### config.mk
export PLATFORM = sky130hd
export DESIGN_NAME = cpu_shot_flat
export DESIGN_NICKNAME = d
export VERILOG_FILES = /design/src/rtl/cpu_shot_if.sv /design/src/rtl/cpu_shot.sv /design/src/flat_wrapper.sv
export SDC_FILE = /design/constraint.sdc
export NUM_CORES = 1
export LEC_CHECK = 0
export ABC_AREA = 0
export CORE_MARGIN = 2
export CORE_UTILIZATION = 44
export CTS_CLUSTER_DIAMETER = 120
export DETAILED_ROUTE_END_ITERATION = 10
export HOLD_SLACK_MARGIN = 0.06
export PLACE_DENSITY_LB_ADDON = 0.2
export SYNTH_ARGS = -nofsm -noshare
export SYNTH_HDL_FRONTEND = slang
export SYNTH_SLANG_ARGS = --single-unit
### constraint.sdc
create_clock -name clk -period 5.5 [get_ports clk]
set_input_delay 1.1 -clock clk [delete_from_list [all_inputs] [get_ports clk]]
set_output_delay 1.1 -clock clk [all_outputs]
set_load 0.1 [all_outputs]
### src/rtl/cpu_shot_if.sv
// Shot request, board snapshot and result bus between the game controller and the CPU shooter.
interface cpu_shot_if;
  logic                 start;
  logic                 fixed_en;
  logic [2:0]           fixed_x;
  logic [2:0]           fixed_y;
  logic [4:0][4:0][2:0] board_in;
  logic [4:0][4:0][2:0] board_out;
  logic [2:0]           shot_x;
  logic [2:0]           shot_y;
  logic                 hit;
  logic                 sunk;
  logic [2:0]           sunk_id;
  logic                 game_over;
  logic                 no_target;
  logic                 busy;
  logic                 done;

  modport master (
    output start, fixed_en, fixed_x, fixed_y, board_in,
    input  board_out, shot_x, shot_y, hit, sunk, sunk_id, game_over, no_target, busy, done
  );

  modport slave (
    input  start, fixed_en, fixed_x, fixed_y, board_in,
    output board_out, shot_x, shot_y, hit, sunk, sunk_id, game_over, no_target, busy, done
  );
endinterface

### src/rtl/cpu_shot.sv
// CPU opponent shot: snapshot board, pick an unfired cell from LFSR/override, mark hit/miss, report sunk/game over.
// Latency start->done is 4+k cycles (k skipped cells, 27 when exhausted); start while busy is dropped, not queued.
module cpu_shot #(
  parameter logic [7:0] LFSR_SEED = 8'hA5
) (
  input  logic     clk,
  input  logic     rst,
  cpu_shot_if.slave s
);

  typedef enum logic [2:0] {IDLE, LOAD, PROBE, WRITE, EVAL, DONE} state_t;

  state_t               r_state;
  logic [7:0]           r_lfsr;
  logic [4:0][4:0][2:0] r_board;
  logic [2:0]           r_cx;
  logic [2:0]           r_cy;
  logic [4:0]           r_cnt;
  logic [2:0]           r_id;
  logic [2:0]           r_shot_x;
  logic [2:0]           r_shot_y;
  logic                 r_hit;
  logic                 r_sunk;
  logic [2:0]           r_sunk_id;
  logic                 r_game_over;
  logic                 r_no_target;
  logic                 r_busy;
  logic                 r_done;

  logic [2:0]           w_cell;
  logic                 w_id_left;
  logic                 w_ship_left;

  function automatic logic [2:0] reduce5(input logic [2:0] v);
    return (v >= 3'd5) ? v - 3'd5 : v;
  endfunction

  assign w_cell = r_board[r_cx][r_cy];

  always_comb begin
    w_id_left   = 1'b0;
    w_ship_left = 1'b0;
    for (int x = 0; x < 5; x++) begin
      for (int y = 0; y < 5; y++) begin
        if (r_board[x][y] == r_id) w_id_left = 1'b1;
        if (r_board[x][y] >= 3'd1 && r_board[x][y] <= 3'd5) w_ship_left = 1'b1;
      end
    end
  end

  // Free-running Fibonacci LFSR, taps 8,6,5,4
  always_ff @(posedge clk or posedge rst) begin
    if (rst) r_lfsr <= LFSR_SEED;
    else     r_lfsr <= {r_lfsr[6:0], r_lfsr[7] ^ r_lfsr[5] ^ r_lfsr[4] ^ r_lfsr[3]};
  end

  always_ff @(posedge clk or posedge rst) begin
    if (rst) begin
      r_state     <= IDLE;
      r_board     <= '0;
      r_cx        <= '0;
      r_cy        <= '0;
      r_cnt       <= '0;
      r_id        <= '0;
      r_shot_x    <= '0;
      r_shot_y    <= '0;
      r_hit       <= 1'b0;
      r_sunk      <= 1'b0;
      r_sunk_id   <= '0;
      r_game_over <= 1'b0;
      r_no_target <= 1'b0;
      r_busy      <= 1'b0;
      r_done      <= 1'b0;
    end else begin
      case (r_state)
        IDLE: begin
          if (s.start) begin
            // Board and candidate are both taken at the start edge
            r_board <= s.board_in;
            r_cx    <= reduce5(s.fixed_en ? s.fixed_x : r_lfsr[2:0]);
            r_cy    <= reduce5(s.fixed_en ? s.fixed_y : r_lfsr[5:3]);
            r_busy  <= 1'b1;
            r_state <= LOAD;
          end
        end
        LOAD: begin
          r_cnt       <= '0;
          r_hit       <= 1'b0;
          r_sunk      <= 1'b0;
          r_sunk_id   <= '0;
          r_game_over <= 1'b0;
          r_no_target <= 1'b0;
          r_state     <= PROBE;
        end
        PROBE: begin
          if (r_cnt == 5'd25) begin
            r_no_target <= 1'b1;
            r_done      <= 1'b1;
            r_state     <= DONE;
          end else if (w_cell <= 3'd5) begin
            r_state <= WRITE;
          end else begin
            r_cnt <= r_cnt + 5'd1;
            if (r_cy == 3'd4) begin
              r_cy <= 3'd0;
              r_cx <= (r_cx == 3'd4) ? 3'd0 : r_cx + 3'd1;
            end else begin
              r_cy <= r_cy + 3'd1;
            end
          end
        end
        WRITE: begin
          r_board[r_cx][r_cy] <= (w_cell == 3'd0) ? 3'd7 : 3'd6;
          r_hit               <= (w_cell != 3'd0);
          r_id                <= w_cell;
          r_shot_x            <= r_cx;
          r_shot_y            <= r_cy;
          r_state             <= EVAL;
        end
        EVAL: begin
          r_sunk      <= r_hit && !w_id_left;
          r_sunk_id   <= (r_hit && !w_id_left) ? r_id : 3'd0;
          r_game_over <= !w_ship_left;
          r_done      <= 1'b1;
          r_state     <= DONE;
        end
        DONE: begin
          r_done  <= 1'b0;
          r_busy  <= 1'b0;
          r_state <= IDLE;
        end
        default: r_state <= IDLE;
      endcase
    end
  end

  assign s.board_out = r_board;
  assign s.shot_x    = r_shot_x;
  assign s.shot_y    = r_shot_y;
  assign s.hit       = r_hit;
  assign s.sunk      = r_sunk;
  assign s.sunk_id   = r_sunk_id;
  assign s.game_over = r_game_over;
  assign s.no_target = r_no_target;
  assign s.busy      = r_busy;
  assign s.done      = r_done;

endmodule

### src/flat_wrapper.sv
// flat-port wrapper written by rule: the top's interface ports become plain ports
module cpu_shot_flat 
#(
  parameter logic [7:0] LFSR_SEED = 8'hA5
)
  (clk, rst, s_start, s_fixed_en, s_fixed_x, s_fixed_y, s_board_in, s_board_out, s_shot_x, s_shot_y, s_hit, s_sunk, s_sunk_id, s_game_over, s_no_target, s_busy, s_done);
  cpu_shot_if s_i ();
  input  logic clk;
  input  logic rst;
  input wire logic [$bits(s_i.start)-1:0] s_start;
  input wire logic [$bits(s_i.fixed_en)-1:0] s_fixed_en;
  input wire logic [$bits(s_i.fixed_x)-1:0] s_fixed_x;
  input wire logic [$bits(s_i.fixed_y)-1:0] s_fixed_y;
  input wire logic [$bits(s_i.board_in)-1:0] s_board_in;
  output wire logic [$bits(s_i.board_out)-1:0] s_board_out;
  output wire logic [$bits(s_i.shot_x)-1:0] s_shot_x;
  output wire logic [$bits(s_i.shot_y)-1:0] s_shot_y;
  output wire logic [$bits(s_i.hit)-1:0] s_hit;
  output wire logic [$bits(s_i.sunk)-1:0] s_sunk;
  output wire logic [$bits(s_i.sunk_id)-1:0] s_sunk_id;
  output wire logic [$bits(s_i.game_over)-1:0] s_game_over;
  output wire logic [$bits(s_i.no_target)-1:0] s_no_target;
  output wire logic [$bits(s_i.busy)-1:0] s_busy;
  output wire logic [$bits(s_i.done)-1:0] s_done;
  assign s_i.start = s_start;
  assign s_i.fixed_en = s_fixed_en;
  assign s_i.fixed_x = s_fixed_x;
  assign s_i.fixed_y = s_fixed_y;
  assign s_i.board_in = s_board_in;
  assign s_board_out = s_i.board_out;
  assign s_shot_x = s_i.shot_x;
  assign s_shot_y = s_i.shot_y;
  assign s_hit = s_i.hit;
  assign s_sunk = s_i.sunk;
  assign s_sunk_id = s_i.sunk_id;
  assign s_game_over = s_i.game_over;
  assign s_no_target = s_i.no_target;
  assign s_busy = s_i.busy;
  assign s_done = s_i.done;
  cpu_shot #(.LFSR_SEED(LFSR_SEED)) u_core (.clk(clk), .rst(rst), .s(s_i));
endmodule
Word level (Yosys, flattened, before mapping)
Index checks and enable logic that the tools add are counted.
Operators by class
  reduce and logical (&&, ||, !) cells: 48
  $add $sub $neg: 5
  $lt $le $gt $ge: 57
  equal/unequal tests: 39
  bitwise gates (word level): 3
  muxes and demuxes: 94
Operators with widths (number)
  $pmux W75 S2: 1
  $ge A3 B1 Y1 const B: 27
  $le A3 B3 Y1 const B: 26
  $bwmux W75: 1
  $eq A3 B3 Y1: 25
  $mux W75: 1
  $mux W3: 19
  $mux W1: 53
  $bmux W15 S3: 1
  $demux W15 S3: 1
  $mux W15: 2
  $logic_and A1 B1 Y1: 28
  $pmux W3 S2: 3
  $pmux W3 S5: 1
  $eq A3 B3 Y1 const B: 4
  $reduce_bool A2 Y1: 6
  $mux W5: 2
  $pmux W1 S2: 5
  $pmux W5 S2: 1
  $reduce_and A2 Y1: 5
  $bmux W3 S3: 1
  $demux W3 S3: 1
  $lt A3 B4 Y1 const B: 2
  $add A3 B1 Y3 const B: 2
  other kinds (17): 28
Storage, ports and cells
  output and inout bits: 90
  word-level logic and storage cells: 286
  flip-flop bits (word level): 115
  bits of input ports: 85

Depth between registers and ports, before layout
  depth after elaboration: 30
  depth in mapped cells: 11
  gate-level depth less buffers: 7

Least setup slack after synthesis
Ideal clock, no wire load.
  path kind: register to register
  from: register u_core.r_board, in the netlist u_core.s.board_out[52]
  to: register u_core.r_cx[0]
  stages on the path, launching flop included: 7
  period minus slack after synthesis: 2.586 ns
  path buffers: 0
  required time: 5.380 ns
  path slack: 2.914 ns
  data arrival time: 2.466 ns
  path through: dfrtp_1 > mux4_2 > a22oi_1 > o221ai_2 > o22ai_2 > or4_1 > o211a_1
On the way
  word-level cells in the longest chain between the ends: 7
RTL lines
  from (decl): line cpu_shot.sv:15  | logic [4:0][4:0][2:0] r_board;
  from (signal assigned): line cpu_shot.sv:79  | r_board <= s.board_in;
  from (signal, indexed assignment): line cpu_shot.sv:113  | r_board[r_cx][r_cy] <= (w_cell == 3'd0) ? 3'd7 : 3'd6;
  $bmux W15 S3: line cpu_shot.sv:38  | assign w_cell = r_board[r_cx][r_cy];
  $mux W15 (implied by the code): line cpu_shot.sv:38
  $bmux W3 S3: line cpu_shot.sv:38
  $mux W3 (implied by the code): line cpu_shot.sv:38
  $le A3 B3 Y1: line cpu_shot.sv:100  | end else if (w_cell <= 3'd5) begin
  $ne A2 B2 Y1 (no line)
  $reduce_and A5 Y1 (no line)
  to (signal assigned): line cpu_shot.sv:80  | r_cx <= reduce5(s.fixed_en ? s.fixed_x : r_lfsr[2:0]);
  to (signal assigned): line cpu_shot.sv:106  | r_cx <= (r_cx == 3'd4) ? 3'd0 : r_cx + 3'd1;
  to (decl): line cpu_shot.sv:16  | logic [2:0] r_cx;
Every way passes these cells. The select of a mux whose other input is x is not followed.
A chain may end at the register's enable or synchronous reset.

Final worst setup path
  from: register u_core.r_cx[0]
  to: register u_core.r_board, in the netlist u_core.s.board_out[33]
On the way
  word-level cells in the longest chain between the ends: 8
RTL lines
  $bmux W15 S3: line cpu_shot.sv:38
  $mux W15 (implied by the code): line cpu_shot.sv:38
  $bmux W3 S3: line cpu_shot.sv:38
  $mux W3 (implied by the code): line cpu_shot.sv:38
  $logic_not A3 Y1: line cpu_shot.sv:113
  $mux W1: line cpu_shot.sv:113
  $bwmux W75 (*): line cpu_shot.sv:113
  $pmux W75 S2 (*): line cpu_shot.sv:75  | case (r_state)
Every way passes the cells marked *; elsewhere a longest branch is shown, timed or not. The select of a mux whose other input is x is not followed.

==> results_dict.tcl <==
set metrics [dict create \
    outcome "finished, final reports clean" \
    clk_pin_slew_ns 0.06 \
    cp.depth 8 \
    synthTopCellsByArea "dfrtp_1 38%, nor2_1 6.5%, xnor2_1 5.2%" \
    whs_ns 0.3518 \
    ctsHoldBuffers 0 \
    grt_pass1_vias 6928 \
    clock-sinks 115 \
    clock_latency_ns 0.42 \
    synth_top_area_share_pct 38.09 \
    ant_nets 0 \
    htree_levels 4 \
    fin_ws_ns 1.953 \
    cp.arrival_ns 3.87 \
    die_w_um 132.7 \
    rr_worst_depth 8 \
    synth_flop_cell "dfrtp_1" \
    postCtsSetupBuffers 0 \
    min_period_over_period_pct 64.50 \
    worst_pin_slew_ns 1.008 \
    finalSetupTns_ns 0 \
    fill_cells 1453 \
    cap_viol_max_count 0 \
    gp_congestion 1.035 \
    synth_fp_nets 937 \
    wl_um 26700 \
    start_kind "register" \
    wl_per_cell_um 21.71 \
    finalCriticalPeriod_ns 3.547 \
    cpPeakStageDelay_ns 0.91 \
    io_pins 175 \
    critical-path-top-delay-family "flip-flops" \
    yosys.cell_count.top_type "nor2_1" \
    critical_path_required_ns 5.82 \
    dp_worst_setup_slack_ns 1.988 \
    synthArstFlopShare_pct 100.0 \
    nNetsFinal 1092 \
    grt_max_degree 49 \
    drc_errors 0 \
    vias_per_cell 5.885 \
    ys_ff_latch 115 \
    grt_pass1_wl_um 40770 \
    cts-root-buf "clkbuf_16" \
    overflow 0 \
    ff2ff_setup_slack_ns 1.95 \
    netlist_instances 842 \
    first_pass_iters 5 \
    crit_fanout 26 \
    core-area_um2 16410 \
    multiInputGateArea_um2 4005 \
    slew_headroom_pct 32.56 \
    cts_tree "yes" \
    startpoint "u_core.r_cx[0]" \
    cpMaxStageDelayCell "dfrtp_1" \
    cp_cell_sequence "buf_4, mux4_2, and2_1, o21ai_2, o221ai_2, nor2_2, nand3_2, a311oi_1" \
    grt_usage_pct 30.42 \
    die_h_um 132.7 \
    drt-initial-drc-count 800 \
    syn2layout_area_growth_pct 33.47 \
    io_buffer_count 174 \
    r2r-start "u_core.r_cx[0]" \
    synth_common_cells "126 x nor2_1, 111 x dfrtp_1, 66 x nand2_1, 61 x a21oi_1, 43 x xnor2_1" \
    yosys_warnings 0 \
    drive_gt1_share_pct 7.624 \
    synth_top_cell_by_area "dfrtp_1" \
    rows 47 \
    fmax_mhz 281.9 \
    ctsLongestPathBuffers 2 \
    end_kind "register" \
    cts_resized 0 \
    vias 7239 \
    numCtsBuffers 17 \
    hpwl_um 19480 \
    r2r_end "u_core.s.board_out[33]" \
    syn-cell-area_um2 7293 \
    synth_cell_types 66 \
    antenna_found_initial 0 \
    cp-endpoint "u_core.s.board_out[33]" \
    ys_seq_area_share_pct 39.53 \
    setup_viol 0 \
    crit_type "register to register" \
    diodes 0 \
    hold_violations 0 \
    hold_path.class "register to register" \
    crit_buf_inv 1 \
    clock_skew_ns 0.005921 \
    avgSynthCellArea_um2 8.662 \
    start_util_pct 44.45 \
    slew_viol_final 0 \
    dieArea_um2 17620 \
    rsz0062_at_grt "no" \
    seq_area_um2 2883 \
    synth_edf_count 0 \
]
==> final cells by class <==
class | count | area share (%)
Clock inverter | 12 | 1.607
Multi-Input combinational cell | 642 | 41.14
Inverter | 37 | 1.452
Tap cell | 220 | 2.828
Sequential cell | 115 | 29.61
Clock buffer | 20 | 4.692
Timing Repair Buffer | 184 | 18.66
==> state kept, by name (all words and copies together), names as in the netlist <==
register / flops
u_core.s.board_out: 75
u_core.r_lfsr: 8
u_core.r_cnt: 5
u_core.r_cx: 3
u_core.r_cy: 3
u_core.r_id: 3
u_core.r_state: 3
u_core.s.shot_x: 3
u_core.s.shot_y: 3
u_core.s.sunk_id: 3
u_core.s.busy: 1
u_core.s.done: 1
u_core.s.game_over: 1
u_core.s.hit: 1
u_core.s.no_target: 1
u_core.s.sunk: 1
==> how the worst min path moves through the flow <==
| stage | startpoint | to | slack, ns | cells after the start |
|---|---|---|---|---|
| 2_1_floorplan | u_core.r_lfsr[6] | u_core.r_lfsr[7] | 0.33 | 0 |
| 3_3_place_gp | u_core.r_lfsr[6] | u_core.r_lfsr[7] | 0.34 | 0 |
| 3_5_place_dp | u_core.r_lfsr[6] | u_core.r_lfsr[7] | 0.34 | 0 |
| 4_1_cts | u_core.r_lfsr[6] | u_core.r_lfsr[7] | 0.35 | 0 |
| 5_1_grt | u_core.r_lfsr[6] | u_core.r_lfsr[7] | 0.36 | 0 |
| 6_report | u_core.r_lfsr[6] | u_core.r_lfsr[7] | 0.35 | 0 |
==> kinds of logic after synthesis <==
logic type,after synthesis,share of synthesized area [%]
xor gates and xnor gates,80,9.607
muxes,36,5.610
and+or+nand+nor,290,18.31
buffers and inverters,85,5.661
adders and majority gates,10,1.716
DFF,115,39.53
AOI/OAI and AO/OA,226,19.57
==> layout by cell type, fill, tap and decap left out, drive strengths merged, types with 4 or more instances in the layout <==
| cell type | instances |
|---|---|
| dfstp | 4 |
| nor4 | 6 |
| xor2 | 37 |
| nand4 | 4 |
| o22ai | 22 |
| buf | 10 |
| a22o | 5 |
| mux2 | 9 |
| ha | 10 |
| nor2 | 128 |
| clkbuf | 20 |
| a211oi | 13 |
| dfrtp | 111 |
| o2bb2ai | 4 |
| nor3 | 31 |
| clkdlybuf4s50 | 174 |
| nand2 | 66 |
| clkinvlp | 4 |
| nor2b | 6 |
| mux2i | 24 |
| o211ai | 7 |
| o21ai | 52 |
| a21oi | 61 |
| clkinv | 5 |
| xnor2 | 43 |
| nand2b | 6 |
| nand3 | 7 |
| a221oi | 4 |
| a31oi | 33 |
| and3 | 18 |
| or4 | 5 |
| and2 | 4 |
| inv | 37 |
==> through the flow <==
stage / area (um2) / cells / utilization [%]
floorplan: 7293 / 842 / -
global placement: 9121 / 1198 / 55.59
detailed placement: 9121 / 1198 / 55.59
CTS: 9734 / 1230 / 59.33
global route: 9734 / 1230 / 59.33
finish: 9734 / 1230 / 59.33
==> worst register-to-register path: cells and delay by family (launching register included) <==
kind | cells | cell delay, ns
flip-flops | 1 | 0.91
buffers and inverters | 1 | 0.42
AND/OR/NAND/NOR | 3 | 0.86
multiplexers | 1 | 0.55
AO/OA/AOI/OAI | 3 | 0.72
==> per-layer routing <==
layer,global-route usage [%],wire (um),vias up
li1,-,-,3312
met4,11.77,984,0
met2,48.24,12450,384
met5,0,0,-
met3,8.582,2300,69
met1,39.53,10970,3474
Power is left out: the tool's default activity adds up to more than one toggle a clock period on the data nets, which glitch-free logic cannot reach.
